==> config.mk <==
export PLATFORM = sky130hd
export DESIGN_NAME = seven_seg_scanner
export DESIGN_NICKNAME = d
export VERILOG_FILES = /design/src/rtl/seven_seg_scanner.sv
export SDC_FILE = /design/constraint.sdc
export NUM_CORES = 1
export LEC_CHECK = 0
export ABC_AREA = 1
export BUFFER_PORTS_ARGS = -buffer_cell sky130_fd_sc_hd__buf_2
export CAP_MARGIN = 20
export CORE_UTILIZATION = 55
export DETAILED_ROUTE_END_ITERATION = 10
export GPL_TIMING_DRIVEN = 0
export PLACE_DENSITY = 0.84
export RECOVER_POWER = 25
export SYNTH_ARGS = -nofsm -noshare
export SYNTH_HDL_FRONTEND = slang
export SYNTH_SLANG_ARGS = --single-unit
==> constraint.sdc <==
create_clock -name clk -period 4.1 [get_ports clk]
set_input_delay 0.205 -clock clk [delete_from_list [all_inputs] [get_ports clk]]
set_output_delay 0.205 -clock clk [all_outputs]
set_load 0.01 [all_outputs]
==> src/rtl/seven_seg_scanner.sv <==
// seven_seg_scanner: 4-digit multiplexed seven-segment scan controller with frame-synchronous loads.
// Optional per-digit blinking is compiled in when SEG_SCAN_BLINK_EN is defined.
module seven_seg_scanner #(
  parameter int REFRESH_DIV  = 100000,
  parameter int GUARD_CYCLES = 4
`ifdef SEG_SCAN_BLINK_EN
  ,
  parameter int BLINK_FRAMES = 250
`endif
) (
  input  logic        clk,
  input  logic        rst_n,
  input  logic        enable,
  input  logic        load,
  input  logic [15:0] value,
  input  logic        lz_blank,
`ifdef SEG_SCAN_BLINK_EN
  input  logic [3:0]  blink_mask,
`endif
  output logic        load_ack,
  output logic [3:0]  digit,
  output logic [3:0]  anode,
  output logic        dp
);

  localparam int CW = $clog2(REFRESH_DIV);
  localparam logic [CW-1:0] GUARD_LAST = CW'(GUARD_CYCLES - 1);
  localparam logic [CW-1:0] SLOT_LAST  = CW'(REFRESH_DIV - 1);
  localparam logic [CW-1:0] CNT_ONE    = CW'(1);

  localparam logic [1:0] ST_OFF   = 2'd0;
  localparam logic [1:0] ST_GUARD = 2'd1;
  localparam logic [1:0] ST_DRIVE = 2'd2;

  logic [1:0]    state;
  logic [CW-1:0] cnt;
  logic [1:0]    slot;
  logic [15:0]   active;
  logic [15:0]   pending;
  logic          pending_valid;
  logic          blank;

  logic          frame_end;
  logic          commit;
  logic [1:0]    next_slot;
  logic [15:0]   next_active;
  logic [3:0]    next_nibble;
  logic          next_blank;
  logic          zero3, zero2, zero1;
  logic          blink_blank;

  assign frame_end = enable && (state == ST_DRIVE) && (cnt == SLOT_LAST) && (slot == 2'd3);
  assign commit    = pending_valid && (frame_end || (state == ST_OFF));
  assign dp        = 1'b1;

  // Digit and blanking for the slot being entered; a commit on this edge is already visible.
  always_comb begin
    next_slot   = (state == ST_OFF) ? 2'd0 : slot + 2'd1;
    next_active = commit ? pending : active;
    next_nibble = next_active[4*next_slot +: 4];
    zero3       = (next_active[15:12] == 4'd0);
    zero2       = zero3 && (next_active[11:8] == 4'd0);
    zero1       = zero2 && (next_active[7:4] == 4'd0);
    next_blank  = (next_nibble > 4'd9);
    if (lz_blank) begin
      case (next_slot)
        2'd3:    next_blank = next_blank | zero3;
        2'd2:    next_blank = next_blank | zero2;
        2'd1:    next_blank = next_blank | zero1;
        default: next_blank = next_blank;
      endcase
    end
  end

  always_comb begin
    anode = 4'b1111;
    if ((state == ST_DRIVE) && !blank && !blink_blank) anode[slot] = 1'b0;
  end

  always_ff @(posedge clk or negedge rst_n) begin
    if (!rst_n) begin
      state         <= ST_OFF;
      cnt           <= '0;
      slot          <= 2'd0;
      active        <= 16'h0;
      pending       <= 16'h0;
      pending_valid <= 1'b0;
      load_ack      <= 1'b0;
      digit         <= 4'h0;
      blank         <= 1'b0;
    end else begin
      load_ack <= commit;
      if (commit) active <= pending;
      // A load coinciding with a commit becomes the next pending value.
      if (load) begin
        pending       <= value;
        pending_valid <= 1'b1;
      end else if (commit) begin
        pending_valid <= 1'b0;
      end

      if (!enable) begin
        state <= ST_OFF;
        cnt   <= '0;
        slot  <= 2'd0;
      end else begin
        case (state)
          ST_OFF: begin
            state <= ST_GUARD;
            cnt   <= '0;
            slot  <= 2'd0;
            digit <= next_nibble;
            blank <= next_blank;
          end
          ST_GUARD: begin
            if (cnt == GUARD_LAST) state <= ST_DRIVE;
            cnt <= cnt + CNT_ONE;
          end
          ST_DRIVE: begin
            if (cnt == SLOT_LAST) begin
              state <= ST_GUARD;
              cnt   <= '0;
              slot  <= next_slot;
              digit <= next_nibble;
              blank <= next_blank;
            end else begin
              cnt <= cnt + CNT_ONE;
            end
          end
          default: begin
            state <= ST_OFF;
            cnt   <= '0;
            slot  <= 2'd0;
          end
        endcase
      end
    end
  end

`ifdef SEG_SCAN_BLINK_EN
  localparam int FW = $clog2(BLINK_FRAMES + 1);
  localparam logic [FW-1:0] FRAME_LAST = FW'(BLINK_FRAMES - 1);
  localparam logic [FW-1:0] FRAME_ONE  = FW'(1);

  logic [FW-1:0] frame_cnt;
  logic          blink_phase;

  always_ff @(posedge clk or negedge rst_n) begin
    if (!rst_n) begin
      frame_cnt   <= '0;
      blink_phase <= 1'b0;
    end else if (!enable || (state == ST_OFF)) begin
      frame_cnt   <= '0;
      blink_phase <= 1'b0;
    end else if (frame_end) begin
      if (frame_cnt == FRAME_LAST) begin
        frame_cnt   <= '0;
        blink_phase <= ~blink_phase;
      end else begin
        frame_cnt <= frame_cnt + FRAME_ONE;
      end
    end
  end

  assign blink_blank = blink_phase && blink_mask[slot];
`else
  assign blink_blank = 1'b0;
`endif

endmodule

==> flow_metrics.env, run 1 <==
export IMPL_synth_edf_count=0
export IMPL_cp_required_ps=4300
export IMPL_synth_seq_cells=60
export IMPL_port_buffers=29
export IMPL_maxCapViolations=0
export IMPL_synthArstFlopShare=1.00
export IMPL_fp_coreArea_um2=5240
export IMPL_rr_startpoint="cnt[0]"
export IMPL_grt_ovfl_total=0
export IMPL_io_pins=31
export IMPL_via_count=2536
export IMPL_clk_path_buf_depth=2
export IMPL_drt_iter0_drc=189
export IMPL_place_ws_ps=1770
export IMPL_grt_util_all_layers=0.243
export IMPL_crit_slowest_cell="nor4_1"
export IMPL_drive_above_1_share=0.154
export IMPL_yosysTopAreaCell="dfrtp_1"
export IMPL_grt_busiest_layer="met2"
export IMPL_post_synth_top_count_cell="nand2_1"
export IMPL_dp_hpwl_um=4660
export IMPL_fin_crit_ps=2410
export IMPL_root_buffer="clkbuf_8"
export IMPL_grt_pass1_vias=2530
export IMPL_power_leakage_nw=1.78
export IMPL_hold_start="value[9]"
export IMPL_worst_slew_pin_slew_ps=1330
export IMPL_synthTopCellsByCount="nand2_1, dfrtp_1, inv_1"
export IMPL_fmax_mhz=416
export IMPL_grt_start_max_net_pins=37
export IMPL_ys_warn_count=0
export IMPL_n_antenna_cell=0
export IMPL_placed_cells=470
export IMPL_syn_nets=403
export IMPL_ctsHoldBuffers=1
export IMPL_crit_path_start="cnt[0]"
export IMPL_cp_cell_sequence="ha_1 > nand2_1 > inv_2 > nand2_4 > nor4_1 > nor2_1 > nor2_1 > nor2_1 > nand2_1 > buf_2 > nor3_1"
export IMPL_setup_ws_ps=1690
export IMPL_clock_sinks=60
export IMPL_r2r_end="cnt[8]"
export IMPL_wl_per_cell_um=13.0
export IMPL_initial_core_util=0.583
export IMPL_antenna_found_initial=0
export IMPL_areaGrowthSynthToFinish_pct=15.2
export IMPL_use_met1=0.322
export IMPL_seq_area_frac_synth=0.491
export IMPL_synth_top_area_frac=0.491
export IMPL_synth_area_per_cell_um2=8.26
export IMPL_vias_per_cell=5.22
export IMPL_synth_cell_type_count=39
export IMPL_syn_area_um2=3060
export IMPL_max_slew_margin=0.111
export IMPL_final_setup_tns_ps=0
export IMPL_slew_violations=0
export IMPL_synthFlopType="dfrtp_1"
export IMPL_placed_cell_area_um2=3310
export IMPL_detail_route_antenna_nets=0
export IMPL_clkSlewWorstSetupHoldPaths_ps=60
export IMPL_grt_pass1_wl_um=11200
export IMPL_die_h_um=76.5
export IMPL_cts_tree="done"
export IMPL_clock_latency_ps=340
export IMPL_fin_cells=486
export IMPL_crit_type="flop to flop"
export IMPL_htree_levels=3
export IMPL_die_w_um=76.5
export IMPL_cp_start_kind="flop"
export IMPL_cpPeakStageDelay_ps=420
export IMPL_rows=26
export IMPL_critPathArrivalTime_ps=2610
export IMPL_nNetsFinal=445
export IMPL_cp_max_fo=10
export IMPL_cts_resized=0
export IMPL_finalSetupViolCount=0
export IMPL_synth_area_top_cells="dfrtp_1, nand2_1, inv_1"
export IMPL_outcome="finished, final reports clean"
export IMPL_stdcell_area_um2=3520
export IMPL_use_met3=0.0443
export IMPL_place_gp_congestion=0.890
export IMPL_finalCritPeriodShare=0.587
export IMPL_power_density_nw_per_um2=615
export IMPL_hold_end="pending[9]"
export IMPL_critPathMostFrequentCell="nor2_1"
export IMPL_grt_use_met2=0.376
export IMPL_holdPathStages=3
export IMPL_dieArea_um2=5860
export IMPL_rsz0062_at_grt="false"
export IMPL_hp_class="primary input to flop"
export IMPL_drc=0
export IMPL_totalWireLength_um=6320
export IMPL_endpoint_kind="flop"
export IMPL_netlist_instances=370
export IMPL_ir_drop_v=0.000248
export IMPL_hold_viol=0
export IMPL_skew_ps=7.52
export IMPL_reg2reg_slack_ps=1690
export IMPL_r2r_cells=11
export IMPL_cts_setup_buffers=0
export IMPL_cts_buffers_inserted=9
export IMPL_dr_pass1_iters=4
[layout make-up]
type,count,area (µm²)
buffer,10,61.3
clock buffer,14,173
clock inverter,1,30.0
fill,431,1720
inverter,52,195
multi-input combinational,248,1300
sequential,60,1500
tap,70,87.6
timing repair buffer,31,173
[registers in the layout, indices dropped and copies added, names as in the netlist]
register,cells
load_ack,1
slot,2
pending_valid,1
cnt,17
blank,1
digit,4
state,2
active,16
pending,16
[critical path, delay by kind of cell (launching register included)]
family        cells  cell delay, ps
buf+inv           2             420
simple gates      8            1250
fa+ha+maj         1             220
flops             1             390
[cell usage in the layout, fill, tap and decap left out, types with 3 or more instances in the layout]
cell type / n
nand4_1: 4
inv_1: 49
dfrtp_1: 60
clkbuf_8: 12
nor2_1: 31
nand2_1: 100
ha_1: 12
clkbuf_1: 9
nand2_2: 5
o21a_1: 4
buf_2: 28
o21ai_2: 3
and2_1: 5
o21ai_0: 11
nand3_1: 32
nor4_1: 3
a21oi_1: 6
nor3_1: 5
[per-layer routing]
layer | vias up | wire length, µm | part of all wire
li1 | 1262 | - | -
met1 | 1178 | 2910 | 0.46
met2 | 78 | 2920 | 0.46
met3 | 18 | 313 | 0.050
met4 | 0 | 180 | 0.028
met5 | - | 0 | 0
[worst max-delay path by stage]
| stage | endpoint | cells after the start |
|---|---|---|
| 6_report | cnt[8] | 11 |
| 5_1_grt | cnt[8] | 11 |
| 4_1_cts | cnt[8] | 11 |
| 3_5_place_dp | cnt[8] | 11 |
| 3_3_place_gp | cnt[8] | 11 |
| 2_1_floorplan | blank | 13 |
[cell families after synthesis]
kind of cell,count (synthesis),synth area share
and+or+nand+nor,195,0.289
buffers and inverters,62,0.0839
DFF,60,0.491
AOI/OAI and AO/OA,37,0.0766
adders and majority gates,12,0.0491
xor gates and xnor gates,3,0.00860
other,1,0.00123
[through the flow]
| stage | hold slack [ps] | util | power (mW) |
|---|---|---|---|
| 2_1_floorplan | -90.6 | - | 1.41 |
| 3_3_place_gp | 406 | 0.628 | 1.59 |
| 3_5_place_dp | 218 | 0.632 | 1.63 |
| 4_1_cts | 56.8 | 0.672 | 2.18 |
| 5_1_grt | 62.4 | 0.672 | 2.34 |
| 6_report | 64.6 | 0.672 | 2.16 |
[power by group]
group / leakage, nW / switching [mW] / total (mW) / internal [mW]
clock: 0.103 / 0.214 / 0.541 / 0.328
sequential: 0.762 / 0.0618 / 0.792 / 0.731
combinational: 0.911 / 0.534 / 0.831 / 0.298
total: 1.78 / 0.809 / 2.16 / 1.36
No activity file was read; power rests on OpenSTA's default activity.
==> run 2, diff against run 1 <==
clock period = 2.3 ns   (was 4.1 ns; I/O delays follow)
==> flow_metrics.env, run 2 (same netlist as run 1, synthesis figures left out) <==
export IMPL_detail_route_antenna_nets=0
export IMPL_vias_per_cell=5.20
export IMPL_clkSlewWorstSetupHoldPaths_ps=70
export IMPL_cpPeakStageDelay_ps=390
export IMPL_slew_violations=0
export IMPL_dp_hpwl_um=4660
export IMPL_fillCellCount=414
export IMPL_cp_max_fo=10
export IMPL_clock_latency_ps=340
export IMPL_htree_levels=3
export IMPL_netSwitchingFraction=0.375
export IMPL_fin_crit_ps=2160
export IMPL_largest_register_ffs=17
export IMPL_clk_path_buf_depth=2
export IMPL_grt_pass1_vias=2555
export IMPL_p_int_mw=2.45
export IMPL_n_antenna_cell=0
export IMPL_drc=0
export IMPL_top_register="cnt"
export IMPL_hold_viol=0
export IMPL_dieArea_um2=5860
export IMPL_sequentialPowerShare=0.362
export IMPL_setup_ws_ps=144
export IMPL_cts_tree="done"
export IMPL_drt_iter0_drc=213
export IMPL_place_ws_ps=-32.6
export IMPL_cp_required_ps=2530
export IMPL_power_switching_mw=1.47
export IMPL_crit_type="flop to flop"
export IMPL_critPathMostFrequentCell="nand2_1"
export IMPL_finalSetupViolCount=0
export IMPL_io_pins=31
export IMPL_initial_core_util=0.583
export IMPL_hp_class="primary input to flop"
export IMPL_power_density_nw_per_um2=1060
export IMPL_power_leakage_nw=1.85
export IMPL_total_power_mw=3.91
export IMPL_placed_cells=470
export IMPL_outcome="finished, final reports clean"
export IMPL_grt_start_max_net_pins=37
export IMPL_via_count=2603
export IMPL_worst_slew_pin_slew_ps=1330
export IMPL_cp_start_kind="flop"
export IMPL_rsz0062_at_grt="true"
export IMPL_fp_coreArea_um2=5240
export IMPL_drive_above_1_share=0.165
export IMPL_rows=26
export IMPL_totalWireLength_um=6380
export IMPL_wl_per_cell_um=12.7
export IMPL_max_slew_margin=0.112
export IMPL_grt_pass1_wl_um=11200
export IMPL_placed_cell_area_um2=3310
export IMPL_areaGrowthSynthToFinish_pct=21.1
export IMPL_nNetsFinal=460
export IMPL_cp_cell_sequence="ha_2 > nand2_1 > inv_2 > nand2_4 > nor2_4 > nand3_2 > nand2_2 > nand2_4 > buf_6 > o21ai_2 > nand2_1 > nand3_1 > nand3_1 > nand2_1 > a21oi_2"
export IMPL_antenna_found_initial=0
export IMPL_post_route_util=0.706
export IMPL_dr_pass1_iters=4
export IMPL_skew_ps=9.96
export IMPL_clock_sinks=60
export IMPL_ir_drop_v=0.000436
export IMPL_grt_ovfl_total=0
export IMPL_crit_slowest_cell="dfrtp_1"
export IMPL_grt_util_all_layers=0.244
export IMPL_stdcell_area_um2=3700
export IMPL_top_regs="cnt (17), active (16), pending (16)"
export IMPL_place_gp_congestion=0.890
export IMPL_hold_ws_ps=5.93
export IMPL_finalCritPeriodShare=0.937
export IMPL_final_setup_tns_ps=0
export IMPL_critPathArrivalTime_ps=2390
export IMPL_final_common_cell="nand2_1"
export IMPL_p_clk_frac=0.248
export IMPL_maxCapViolations=0
export IMPL_die_w_um=76.5
export IMPL_cts_buffers_inserted=9
export IMPL_root_buffer="clkbuf_8"
export IMPL_die_h_um=76.5
export IMPL_port_buffers=29
export IMPL_comb_power_share=0.391
export IMPL_fin_cells=501
export IMPL_layout_common_cells="nand2_1, dfrtp_1, inv_1"
export IMPL_endpoint_kind="flop"
export IMPL_fmax_mhz=464
-- run 2: worst paths after layout --
path	startpoint	endpoint	slack, ps	depth (start not counted)
worst max-delay path	cnt[0]	blank	140	15
worst min-delay path	value[0]	pending[0]	6	3
worst max register to register	cnt[0]	blank	140	15
worst min register to register	active[3]	active[3]	470	2
max in group asynchronous	rst_n	digit[0]	860	3
min in group asynchronous	rst_n	cnt[5]	610	2
-- run 2: power groups by stage --
stage | Clock (mW) | Sequential, mW | Combinational (mW)
2_1_floorplan | 0 | 1.42 | 1.09
3_3_place_gp | 0 | 1.42 | 1.42
3_5_place_dp | 0 | 1.43 | 1.47
4_1_cts | 0.990 | 1.41 | 1.51
5_1_grt | 1.03 | 1.44 | 1.74
6_report | 0.969 | 1.42 | 1.53
-- run 2: worst max-delay path: cells and delay by family, from the launching register on --
kind            cells  cell delay (ps)
compound gates      2              230
fa+ha+maj           1              220
buf+inv             2              270
flops               1              390
simple gates       10              930
-- run 2: repair_timing --
action | CTS | global route
hold buffers | 16 | 0
gates resized for setup | 1 | 7
endpoints found under the setup margin | 10 | 15
pin swaps | 0 | 0
endpoints found under the hold margin | 39 | 0
buffers inserted | 0 | 0
-- run 2: cell type report --
type | count | area, µm² | area share
timing repair buffer | 46 | 323 | 0.0873
inverter | 52 | 195 | 0.0528
multi-input combinational | 248 | 1330 | 0.359
tap | 70 | 87.6 | 0.0237
sequential | 60 | 1500 | 0.406
buffer | 10 | 61.3 | 0.0166
clock buffer | 14 | 173 | 0.0467
clock inverter | 1 | 30.0 | 0.00812
-- run 2: per-layer routing --
metal	part of all wire	global-route usage	vias to the layer above
met2	0.46	0.382	74
met5	0	0	-
met4	0.031	0.138	0
li1	-	-	1290
met1	0.46	0.321	1217
met3	0.048	0.0431	22
